<file path="src/rtl/alu_seq_exec.sv">
// alu_seq_exec: execute-stage ALU with registered result and compare flags.
// Add/sub/logic/compare/pass complete in one cycle. SLL/SRL use an iterative
// one-bit-per-cycle shifter, and busy holds off new requests while it runs.
module alu_seq_exec #(
  parameter int XLEN = 32,
  parameter int SHW  = 5
) (
  input  logic            clk,
  input  logic            rst,
  input  logic            start,
  input  logic            flush,
  input  logic [3:0]      ALUSelection,
  input  logic [XLEN-1:0] a,
  input  logic [XLEN-1:0] b,
  output logic [XLEN-1:0] result,
  output logic            zf,
  output logic            cf,
  output logic            vf,
  output logic            sf,
  output logic            busy,
  output logic            done
);

  // Shared ALU_* operation encodings
  localparam logic [3:0] ALU_AND  = 4'b0000;
  localparam logic [3:0] ALU_OR   = 4'b0001;
  localparam logic [3:0] ALU_ADD  = 4'b0010;
  localparam logic [3:0] ALU_XOR  = 4'b0011;
  localparam logic [3:0] ALU_SLL  = 4'b0100;
  localparam logic [3:0] ALU_SRL  = 4'b0101;
  localparam logic [3:0] ALU_SUB  = 4'b0110;
  localparam logic [3:0] ALU_SLT  = 4'b0111;
  localparam logic [3:0] ALU_SLTU = 4'b1000;
  localparam logic [3:0] ALU_PASS = 4'b1001;

  typedef enum logic [1:0] {S_IDLE, S_SHIFT, S_DONE} state_t;

  state_t          state_q, state_d;
  logic [XLEN-1:0] result_q, result_d;
  logic [XLEN-1:0] acc_q, acc_d;
  logic [SHW-1:0]  cnt_q, cnt_d;
  logic [3:0]      op_q, op_d;
  logic            zf_q, zf_d, cf_q, cf_d, vf_q, vf_d, sf_q, sf_d;
  logic            busy_q, busy_d, done_q, done_d;

  logic            accept;
  logic            is_shift;
  logic [XLEN:0]   diff;
  logic [XLEN-1:0] acc_shifted;

  // Single-cycle ALU operations; unknown codes behave as PASS
  function automatic logic [XLEN-1:0] alu_op(input logic [3:0] op,
                                             input logic [XLEN-1:0] x,
                                             input logic [XLEN-1:0] y);
    logic [XLEN-1:0] r;
    case (op)
      ALU_ADD:  r = x + y;
      ALU_SUB:  r = x - y;
      ALU_AND:  r = x & y;
      ALU_OR:   r = x | y;
      ALU_XOR:  r = x ^ y;
      ALU_SLT:  r = ($signed(x) < $signed(y)) ? XLEN'(1) : '0;
      ALU_SLTU: r = (x < y) ? XLEN'(1) : '0;
      default:  r = y;
    endcase
    return r;
  endfunction

  assign accept      = start & ~busy_q & ~flush;
  assign is_shift    = (ALUSelection == ALU_SLL) || (ALUSelection == ALU_SRL);
  assign diff        = {1'b0, a} - {1'b0, b};
  assign acc_shifted = (op_q == ALU_SLL) ? {acc_q[XLEN-2:0], 1'b0}
                                         : {1'b0, acc_q[XLEN-1:1]};

  // State and datapath registers, all cleared by asynchronous reset
  always_ff @(posedge clk or posedge rst) begin
    if (rst) begin
      state_q  <= S_IDLE;
      result_q <= '0;
      acc_q    <= '0;
      cnt_q    <= '0;
      op_q     <= '0;
      zf_q     <= 1'b0;
      cf_q     <= 1'b0;
      vf_q     <= 1'b0;
      sf_q     <= 1'b0;
      busy_q   <= 1'b0;
      done_q   <= 1'b0;
    end else begin
      state_q  <= state_d;
      result_q <= result_d;
      acc_q    <= acc_d;
      cnt_q    <= cnt_d;
      op_q     <= op_d;
      zf_q     <= zf_d;
      cf_q     <= cf_d;
      vf_q     <= vf_d;
      sf_q     <= sf_d;
      busy_q   <= busy_d;
      done_q   <= done_d;
    end
  end

  // Next state: flush wins over start; the last shift step lands in DONE
  always_comb begin
    state_d = state_q;
    case (state_q)
      S_SHIFT: begin
        if (flush)                     state_d = S_IDLE;
        else if (cnt_q == SHW'(1))     state_d = S_DONE;
        else                           state_d = S_SHIFT;
      end
      default: begin
        if (flush)                     state_d = S_IDLE;
        else if (accept && is_shift && (b[SHW-1:0] != '0)) state_d = S_SHIFT;
        else if (accept)               state_d = S_DONE;
        else                           state_d = S_IDLE;
      end
    endcase
  end

  // Datapath: sample operands and flags at accept, step the shifter in SHIFT
  always_comb begin
    result_d = result_q;
    acc_d    = acc_q;
    cnt_d    = cnt_q;
    op_d     = op_q;
    zf_d     = zf_q;
    cf_d     = cf_q;
    vf_d     = vf_q;
    sf_d     = sf_q;
    if (flush) begin
      cnt_d = '0;
    end else if (accept) begin
      op_d  = ALUSelection;
      acc_d = a;
      cnt_d = b[SHW-1:0];
      zf_d  = (a == b);
      cf_d  = ~diff[XLEN];
      vf_d  = (a[XLEN-1] ^ b[XLEN-1]) & (a[XLEN-1] ^ diff[XLEN-1]);
      sf_d  = diff[XLEN-1];
      if (is_shift) begin
        if (b[SHW-1:0] == '0) result_d = a;
      end else begin
        result_d = alu_op(ALUSelection, a, b);
      end
    end else if (state_q == S_SHIFT) begin
      acc_d = acc_shifted;
      cnt_d = cnt_q - SHW'(1);
      if (cnt_q == SHW'(1)) result_d = acc_shifted;
    end
  end

  // Registered status outputs derived from the upcoming state
  always_comb begin
    busy_d = (state_d == S_SHIFT);
    done_d = (state_d == S_DONE);
  end

  assign result = result_q;
  assign zf     = zf_q;
  assign cf     = cf_q;
  assign vf     = vf_q;
  assign sf     = sf_q;
  assign busy   = busy_q;
  assign done   = done_q;

endmodule

</file>
<file path="config.mk">
export PLATFORM = sky130hd
export DESIGN_NAME = alu_seq_exec
export DESIGN_NICKNAME = d
export VERILOG_FILES = /design/src/rtl/alu_seq_exec.sv
export SDC_FILE = /design/constraint.sdc
export NUM_CORES = 1
export LEC_CHECK = 0
export BUFFER_PORTS_ARGS = -buffer_cell sky130_fd_sc_hd__buf_4
export CAP_MARGIN = 20
export CORE_ASPECT_RATIO = 1.25
export CORE_MARGIN = 8
export CORE_UTILIZATION = 56
export CTS_BUF_LIST = sky130_fd_sc_hd__clkbuf_8
export DETAILED_ROUTE_END_ITERATION = 8
export HOLD_SLACK_MARGIN = 0.12
export PLACE_DENSITY_LB_ADDON = 0.25
export SETUP_SLACK_MARGIN = 0.1
export SYNTH_ARGS = -nofsm -noshare
export SYNTH_HDL_FRONTEND = slang
export SYNTH_SLANG_ARGS = --single-unit
export TNS_END_PERCENT = 1
</file>
<file path="constraint.sdc">
create_clock -name clk -period 2.6 [get_ports clk]
set_input_delay 0.13 -clock clk [delete_from_list [all_inputs] [get_ports clk]]
set_output_delay 0.13 -clock clk [all_outputs]
set_load 0.02 [all_outputs]
</file>
==> metrics.txt, run 1 <==
Bufs on Longest Clock Path=2; routed len/inst=22.93 um; Root Buffer=sky130_fd_sc_hd__clkbuf_8; worst min-delay path class=in2reg; cell breakdown of the critical path=buf_4 > buf_4 > inv_12 > ha_4 > fa_2 > o21bai_4 > a2111oi_4 > nor2_2 > nor2_2 > nor3_2 > o31ai_2 > buf_4 > a211oi_2 > buf_4 > o311a_1 > o22ai_1; max-cap viol count=0; chip height=162.7 um; Distinct cells, synth=74; status=finished clean; Static Leak=0.006154 uW; slew at the pin closest to its max-slew limit=0.7356 ns; clk_lat worst skew=0.39 ns; Max transition margin=50.96%; most repeated library cell on the critical path=sky130_fd_sc_hd__buf_4; Syn Std Cell Area=9647 um^2; setup-violating endpoint count in the final report=0; commonest non-fill, non-tap cell in the layout=sky130_fd_sc_hd__buf_4; WP data arrival=2.89 ns; total overflow reported by the global router=0; fraction of final layout cells with drive strength greater than 1=30.18%; Max Slew Vio Count=0; Area growth, synth to finish=37.34%; top-level port count=110; via count of the first global-routing pass=12.30k; global-route wire length before repair=65,200 um; number of instances in the synthesized netlist=1,296; nets@finish=1,809; Ant. Diodes=0; RD Place Congestion=1.085; number of standard cells in the layout, taps in and fillers out=1,850; cell row count=53; Post-DRT Antenna Nets=0; yosys warns=0; GRT Util Overall=38.01%; drt initial violations=1,422; 1st-pass router iterations=8; maximum number of pins on one net before global-route repair=45; top achievable clock speed=390.1 MHz; final sum of negative setup slack=0 ns; Num CTS Buffers=9; Layout Utilization=78.66%; Port Buffers=109; Mapped Nets=1,480; synthesized area per cell=7.443 um^2; CTS HTree Levels=3; worst setup path category=in2reg; stage delay of the slowest cell on the critical path=0.38 ns; filler instances=1,292; number of clock sinks=81; TritonCTS clock tree=built; required time at the worst-slack endpoint=2.92 ns; total power per unit cell area=424.7 nW/um^2; top library cells by usage in the layout, fill and taps aside=sky130_fd_sc_hd__buf_4 (393), sky130_fd_sc_hd__nor2_1 (123), sky130_fd_sc_hd__a21oi_1 (122); worst reg2reg setup slack=0.28 ns; fin crit share=98.59%; kind of end point of the critical path=flip-flop; Worst setup SP type=input pin; initial antenna violation count=0; die extent in x=133.4 um; number of enable-type register cells in the synthesized netlist=0; Peak VDD IR=233.2 uV; number of endpoints with negative hold slack in the final report=0; setup repair after global routing missed its margin=yes; maximum fanout along the worst path=3; Core Box Area=16,840 um^2; total vias in the final route=12.09k; average via count per standard cell=6.536; total instance count after detailed placement=1,820; clock transition time at the flip-flop clock pins of the worst setup and hold paths=0.11 ns; main flop type after synthesis=sky130_fd_sc_hd__dfrtp_1; remaining design rule violation count=0; time the worst path needs with I/O delays and setup=2.563 ns; clock tree skew after final layout=0.01866 ns; #FFs+latches synth=81; sequential element share of the synthesized area=21.01%; cell type of the slowest stage on the worst timing path=sky130_fd_sc_hd__a2111oi_4; post-synthesis async set-or-reset flop share=100.0%; die footprint=21,710 um^2; Initial Utilization=57.27%; total half-perimeter wirelength after legalization and detailed placement=32,710 um; final WL=42,420 um
## final timing paths
path / from / end / cells after the start
hold reg to reg: cf$_DFFE_PP0P_ / cf$_DFFE_PP0P_ / 2
min in group asynchronous: rst / cnt_q[3]$_DFFE_PP0P_ / 3
hold / removal: b[19] / result[19]$_DFFE_PP0P_ / 4
setup reg to reg: cnt_q[1]$_DFFE_PP0P_ / result[28]$_DFFE_PP0P_ / 11
setup / recovery: a[0] / result[0]$_DFFE_PP0P_ / 16
max in group asynchronous: rst / result[24]$_DFFE_PP0P_ / 4
## state kept, by name, indices dropped and copies added (netlist names)
signal / cells
done: 1
sf: 1
state_q: 2
busy: 1
cf: 1
cnt_q: 5
vf: 1
result: 32
op_q: 4
zf: 1
acc_q: 32
## per-stage QoR
stage	power (uW)	setup WS [ns]	cell area, um^2	hold WS [ns]
floorplan	3110	-0.0002622	9712	0.2608
global placement	4367	-0.4581	12690	0.2576
detailed placement	4413	-0.4735	12690	0.2605
CTS	5494	0.08510	13080	0.1276
global route	5867	-0.05238	13250	0.1705
finish	5627	0.03659	13250	0.1371
## worst max-delay path, delay by kind of cell
family,cells,cell delay (ns)
compound gates,6,1.25
fa+ha+maj,2,0.37
simple gates,3,0.46
buf+inv,5,0.67
## logic make-up (layout without fill, tap and decap cells)
group,count (synthesis),count (layout),share of synthesized area (%)
xor gates and xnor gates,29,29,2.633
and+or+nand+nor,353,353,16.98
adders and majority gates,112,112,14.68
buffers and inverters,193,527,7.613
muxes,25,25,2.737
DFF,81,81,21.01
AOI/OAI and AO/OA,503,503,34.35
## synthesized netlist by cell type, drive strengths merged, types with 4 or more instances
cell type | count | area, um^2
a2111oi | 4 | 53.80
a211oi | 22 | 165.2
a21o | 16 | 120.1
a21oi | 128 | 640.6
a221oi | 19 | 166.4
a22oi | 23 | 172.7
a311oi | 5 | 50.04
a31o | 4 | 35.03
a31oi | 18 | 112.6
a32oi | 7 | 61.31
and2 | 4 | 25.02
and3 | 5 | 31.28
buf | 15 | 66.31
clkbuf | 78 | 292.8
dfrtp | 81 | 2027
ha | 110 | 1376
inv | 100 | 375.4
mux2i | 23 | 230.2
nand2 | 99 | 371.6
nand2b | 14 | 87.58
nand3 | 17 | 85.08
nand3b | 4 | 30.03
nand4 | 9 | 56.30
nor2 | 127 | 476.7
nor2b | 13 | 81.33
nor3 | 24 | 120.1
nor4 | 15 | 106.4
o2111ai | 7 | 61.31
o211ai | 37 | 282.8
o21a | 6 | 45.04
o21ai | 115 | 575.6
o21bai | 17 | 127.6
o221ai | 5 | 43.79
o22a | 19 | 166.4
o22ai | 10 | 62.56
o31ai | 13 | 97.59
o41ai | 4 | 42.55
or2 | 5 | 31.28
or3 | 6 | 37.54
or4 | 4 | 33.78
xnor2 | 22 | 192.7
xor2 | 7 | 61.31
## routing by layer
layer / vias to the layer above / routed length, um / track usage (%)
met1: 5660 / 14940 / 42.15
met5: - / 0 / 0
li1: 5374 / - / -
met2: 805 / 19970 / 63.22
met4: 0 / 3340 / 29.00
met3: 253 / 4180 / 7.747
## report_power, final
part | total [uW] | internal, uW | switching [uW]
combinational | 2910 | 1280 | 1630
clock | 1080 | 466 | 612
sequential | 1640 | 1470 | 166
total | 5630 | 3220 | 2410
## timing repair
| item | 4_1_cts | 5_1_grt |
|---|---|---|
| buffers inserted | 2 | 0 |
| resized for setup | 7 | 39 |
| endpoints found under the setup margin | 8 | 19 |
| hold buffers | 12 | 0 |
| hold endpoints to repair | 48 | 0 |
| pin swaps | 13 | 8 |
## area by class of cell
type	instances	area [um^2]	share of cell area, %
Sequential cell	81	2027	15.30
Clock buffer	9	123.9	0.9349
Timing Repair Buffer	411	3173	23.95
Multi-Input combinational cell	1022	7176	54.16
Clock inverter	7	85.08	0.6422
Inverter	100	389.1	2.937
Tap cell	220	275.3	2.078
No activity file was read; power rests on OpenSTA's default activity.
==> inputs of run 2 (changes only) <==
--- a/config.mk
+++ b/config.mk
@@ -14,6 +14,7 @@
 export DETAILED_ROUTE_END_ITERATION = 8
 export HOLD_SLACK_MARGIN = 0.12
 export PLACE_DENSITY_LB_ADDON = 0.25
+export REMOVE_ABC_BUFFERS = 1
 export SETUP_SLACK_MARGIN = 0.1
 export SYNTH_ARGS = -nofsm -noshare
 export SYNTH_HDL_FRONTEND = slang
==> run 2 against run 1 <==
Final cell count fell by 1.9%; combinational power fell by 3%; count of clock-buffer cells in the layout did not move; clock skew fell by 0.0048 ns; non-clock buffer count fell by 35; via count fell by 2.3%; power rose by 0.29%; design area fell by 2.0%; utilization fell by 1.6 points; highest routed layer unchanged; critical path type unchanged; global-route usage fell by 1.9 points.
==> metrics.txt, run 2 (synthesis gave the netlist of run 1 again) <==
top achievable clock speed=398.6 MHz; cell type of the slowest stage on the worst timing path=sky130_fd_sc_hd__a211o_1; total vias in the final route=11.81k; nets@finish=1,774; Post-DRT Antenna Nets=0; clock transition time at the flip-flop clock pins of the worst setup and hold paths=0.11 ns; maximum fanout along the worst path=5; Max Slew Vio Count=0; Num CTS Buffers=9; via count of the first global-routing pass=11.95k; maximum number of pins on one net before global-route repair=47; average via count per standard cell=6.507; most repeated library cell on the critical path=sky130_fd_sc_hd__buf_4; Bufs on Longest Clock Path=2; status=finished clean; global-route wire length before repair=62,720 um; total half-perimeter wirelength after legalization and detailed placement=30,580 um; cell row count=53; required time at the worst-slack endpoint=2.93 ns; final WL=40,620 um; TritonCTS clock tree=built; Met2 Wirelength=19,480 um; kind of end point of the critical path=flip-flop; initial antenna violation count=0; worst min-delay path class=in2reg; critical path's top delay family=compound AO/OA/AOI/OAI gates; Max transition margin=48.43%; Root Buffer=sky130_fd_sc_hd__clkbuf_8; wire length on met1=14,960 um; chip height=162.7 um; commonest non-fill, non-tap cell in the layout=sky130_fd_sc_hd__buf_4; met3 wire len=3657 um; fraction of final layout cells with drive strength greater than 1=27.46%; CTS HTree Levels=3; Peak VDD IR=303.9 uV; slew at the pin closest to its max-slew limit=0.7708 ns; total overflow reported by the global router=0; die footprint=21,710 um^2; Port Buffers=109; worst hold path endpoint=acc_q[10]$_DFFE_PP0P_; RD Place Congestion=1.028; count of buffer and inverter cells on the critical path=4; top-level port count=110; number of endpoints with negative hold slack in the final report=0; top library cells by usage in the layout, fill and taps aside=sky130_fd_sc_hd__buf_4 (350), sky130_fd_sc_hd__a21oi_1 (126), sky130_fd_sc_hd__nor2_1 (124); die extent in x=133.4 um; total power per unit cell area=434.5 nW/um^2; stage delay of the slowest cell on the critical path=0.40 ns; DR top layer=met4; setup repair after global routing missed its margin=yes; worst reg2reg setup slack=0.24 ns; time the worst path needs with I/O delays and setup=2.509 ns; drt initial violations=1,442; Core Box Area=16,840 um^2; Initial Utilization=57.27%; clk_lat worst skew=0.39 ns; Static Leak=0.006001 uW; Worst setup SP type=input pin; clock tree skew after final layout=0.01382 ns; worst setup path category=in2reg; GRT Util Overall=36.11%; fin crit share=96.49%; number of clock sinks=81; Worst R2R Start=cnt_q[1]$_DFFE_PP0P_; routed len/inst=22.38 um; 1st-pass router iterations=6; max-cap viol count=0; Layout Utilization=77.10%; Area growth, synth to finish=34.62%; Worst Hold Slack=0.1374 ns; setup-violating endpoint count in the final report=0; Ant. Diodes=0; R2R depth=9; WP data arrival=2.84 ns; hold path cells=4; worst r2r dst=result[22]$_DFFE_PP0P_; cell breakdown of the critical path=buf_4 > inv_1 > ha_1 > buf_4 > o21ba_2 > nor4_1 > buf_4 > o211ai_2 > a31o_2 > a211o_1 > a2111oi_4 > o31a_1 > o21ai_1 > a21oi_1; remaining design rule violation count=0; Worst Hold Launch=a[10]
[run 2: through the flow]
stage / total power (uW) / cells / setup TNS [ns] / setup slack, ns / area, um^2
after floorplan: 3048 / 1203 / -91.86 / -2.981 / 9288
after global placement: 4260 / 1775 / -4.324 / -0.4308 / 12330
after detailed placement: 4312 / 1775 / -4.941 / -0.4884 / 12330
after CTS: 5515 / 1810 / 0 / 0.04865 / 12780
after global routing: 5901 / 1815 / -0.06803 / -0.05194 / 12990
final: 5643 / 1815 / 0 / 0.09119 / 12990
[run 2: worst max path at each step]
stage	slack (ns)	endpoint	cells past startpoint	from
2_1_floorplan	-2.98	result[27]$_DFFE_PP0P_	6	busy$_DFF_PP0_
3_3_place_gp	-0.43	result[24]$_DFFE_PP0P_	14	a[0]
3_5_place_dp	-0.49	result[24]$_DFFE_PP0P_	14	a[0]
4_1_cts	0.05	result[29]$_DFFE_PP0P_	14	a[1]
5_1_grt	-0.05	result[24]$_DFFE_PP0P_	14	a[0]
6_report	0.09	result[29]$_DFFE_PP0P_	14	a[1]
[run 2: timing repair]
action                     CTS  global route
setup buffers                3             5
hold buffers                16             0
hold endpoints to repair    53             0
resized for setup            7            37
pin swaps                    7            21
setup endpoints to repair    7            20
cloned                       0             0
[run 2: final cells by class]
class	instances	area, um^2
fillers	1306	3857
multi-input cells	1022	7107
clock buffers	9	123.9
inverters	100	376.6
well taps	220	275.3
clock inverters	7	111.4
flip-flops and latches	81	2027
repair buffers	376	2965
[run 2: layer usage]
metal	up-vias	global-route usage (%)
met4	0	23.89
met3	187	7.377
met1	5583	40.62
met2	740	60.98
li1	5301	-
met5	-	0
[run 2: report_power, final]
group | switching [uW] | internal, uW | leakage [uW]
clock | 621 | 560 | 0.000117
sequential | 179 | 1470 | 0.000953
combinational | 1570 | 1240 | 0.00493
[run 2: worst min-delay path, stage by stage]
cell and delay, ns:
sky130_fd_sc_hd__buf_4 0.11, sky130_fd_sc_hd__inv_1 0.08, sky130_fd_sc_hd__buf_4 0.11, sky130_fd_sc_hd__o21ai_0 0.07
==> inputs of run 3 (changes only) <==
--- a/config.mk
+++ b/config.mk
@@ -14,6 +14,7 @@
 export DETAILED_ROUTE_END_ITERATION = 8
 export HOLD_SLACK_MARGIN = 0.12
 export PLACE_DENSITY_LB_ADDON = 0.25
+export RECOVER_POWER = 100
 export REMOVE_ABC_BUFFERS = 1
 export SETUP_SLACK_MARGIN = 0.1
 export SYNTH_ARGS = -nofsm -noshare
==> run 3 against run 2 <==
The flow now finishes with violations (capacitance limit, slew limit); combinational power shrank 4%; die area is the same; hold slack worse by 0.0021 ns; final cell count did not move.
==> metrics.txt, run 3 (synthesis gave the netlist of run 1 again) <==
kind of end point of the critical path=flip-flop; Num CTS Buffers=9; final WL=40,700 um; cell row count=53; die extent in x=133.4 um; Max transition margin=-26.54%; worst setup path category=reg2reg; Max Slew Vio Count=39; net switching share of the total power=42.92%; worst r2r dst=result[18]$_DFFE_PP0P_; fin crit share=97.09%; top achievable clock speed=396.1 MHz; via count of the first global-routing pass=11.95k; top library cells by usage in the layout, fill and taps aside=sky130_fd_sc_hd__buf_4 (297), sky130_fd_sc_hd__a21oi_1 (126), sky130_fd_sc_hd__nor2_1 (124); TritonCTS clock tree=built; total overflow reported by the global router=0; drt initial violations=1,328; setup-violating endpoint count in the final report=0; maximum number of pins on one net before global-route repair=47; total half-perimeter wirelength after legalization and detailed placement=30,580 um; number of endpoints with negative hold slack in the final report=0; total vias in the final route=11.73k; clock network fraction of total power=21.5%; Initial Utilization=57.27%; initial antenna violation count=0; Root Buffer=sky130_fd_sc_hd__clkbuf_8; die footprint=21,710 um^2; time the worst path needs with I/O delays and setup=2.524 ns; fraction of power consumed by combinational cells=48.7%; met1 GRT Util=40.62%; Cell Int Power=3154 uW; Static Leak=0.005810 uW; total power per unit cell area=432.8 nW/um^2; clock tree skew after final layout=0.01215 ns; Worst setup SP type=flip-flop; Port Buffers=109; GRT Util Overall=36.11%; total instance count after detailed placement=1,775; average via count per standard cell=6.464; failing checks=capacitance limit, slew limit; RD Place Congestion=1.028; fraction of met3 tracks used by global routing=7.377%; dpl ws=-0.4884 ns; chip height=162.7 um; max-cap viol count=1; number of standard cells in the layout, taps in and fillers out=1,815; WP data arrival=2.81 ns; switching component of the power=2372 uW; R2R depth=7; maximum fanout along the worst path=3; setup repair after global routing missed its margin=yes; Worst Hold Launch=a[10]; clock transition time at the flip-flop clock pins of the worst setup and hold paths=0.11 ns; Ant. Diodes=0; number of clock sinks=81; top-level port count=110; final sum of negative setup slack=0 ns; fraction of final layout cells with drive strength greater than 1=24.26%; Core Box Area=16,840 um^2; Post-DRT Antenna Nets=0; critical path launch point=op_q[0]$_DFFE_PP0P_; worst reg2reg setup slack=0.08 ns; final worst-path setup slack=0.07566 ns; Worst R2R Start=op_q[0]$_DFFE_PP0P_; clk_lat worst skew=0.40 ns; slew at the pin closest to its max-slew limit=1.888 ns; global-route wire length before repair=62,720 um; hold path cells=4; CTS HTree Levels=3; worst min-delay path class=in2reg; commonest non-fill, non-tap cell in the layout=sky130_fd_sc_hd__buf_4; remaining design rule violation count=0; required time at the worst-slack endpoint=2.88 ns; part of the power in registers=29.8%; busiest layer in global routing=met2; Peak VDD IR=304.5 uV; routed len/inst=22.42 um; worst hold path endpoint=acc_q[10]$_DFFE_PP0P_; Bufs on Longest Clock Path=2; Area growth, synth to finish=32.35%; status=finished, violations left; nets@finish=1,774; 1st-pass router iterations=6; met2 track demand over resource in global routing=60.98%
run 3: cell count changes in the layout (fill, tap and decap cells not counted), sizes merged:
cell / before / now
clkinv: 4 / 3
buf: 360 / 306
clkbuf: 9 / 63
clkinvlp: 0 / 1
run 3: area by class of cell:
| class | count | area [um^2] |
|---|---|---|
| Inverter | 100 | 376.6 |
| Timing Repair Buffer | 376 | 2764 |
| Clock inverter | 7 | 111.4 |
| Sequential cell | 81 | 2027 |
| Clock buffer | 9 | 123.9 |
| Multi-Input combinational cell | 1022 | 7089 |
| Tap cell | 220 | 275.3 |
| Fill cell | 1369 | 4076 |
run 3: stage by stage:
step	total power (uW)	util [%]	instance area [um^2]	hold WS, ns
after detailed placement	4312	73.20	12330	0.2697
after floorplan	3048	-	9288	0.1931
after global placement	4260	73.20	12330	0.2583
after CTS	5515	75.90	12780	0.1251
final	5526	75.80	12770	0.1352
after global routing	5775	75.80	12770	0.1448
run 3: worst max-delay path by stage:
stage,endpoint,slack [ns],cells after the start
after floorplan,result[27]$_DFFE_PP0P_,-2.98,6
final,result[18]$_DFFE_PP0P_,0.08,7
after global placement,result[24]$_DFFE_PP0P_,-0.43,14
after global routing,result[24]$_DFFE_PP0P_,-0.05,14
after CTS,result[29]$_DFFE_PP0P_,0.05,14
after detailed placement,result[24]$_DFFE_PP0P_,-0.49,14
run 3: worst max-delay path: stages, from the launching register on:
cell,delay [ns]
sky130_fd_sc_hd__dfrtp_1,0.41
sky130_fd_sc_hd__or4b_1,0.68
sky130_fd_sc_hd__clkbuf_1,0.32
sky130_fd_sc_hd__mux2i_1,0.31
sky130_fd_sc_hd__nor2_1,0.07
sky130_fd_sc_hd__a21oi_1,0.17
sky130_fd_sc_hd__o2111ai_1,0.16
sky130_fd_sc_hd__o221a_2,0.27
run 3: layer usage:
layer | part of all wire, % | vias up
li1 | - | 5299
met1 | 37 | 5551
met2 | 48 | 693
met3 | 8.8 | 189
met4 | 6.5 | 0
met5 | 0 | -
run 3: timing repair:
item	CTS	global route
setup buffers	3	5
pin swaps	7	21
resized for setup	7	37
hold buffers	16	0
hold endpoints to repair	53	0
endpoints found under the setup margin	7	20
run 3: power by group through the flow:
| stage | Clock, uW | Sequential [uW] | Combinational [uW] |
|---|---|---|---|
| finish | 1190 | 1650 | 2690 |
| global route | 1220 | 1660 | 2890 |
| CTS | 1180 | 1640 | 2700 |
| detailed placement | 0 | 1660 | 2650 |
| global placement | 0 | 1660 | 2600 |
| floorplan | 0 | 1760 | 1290 |
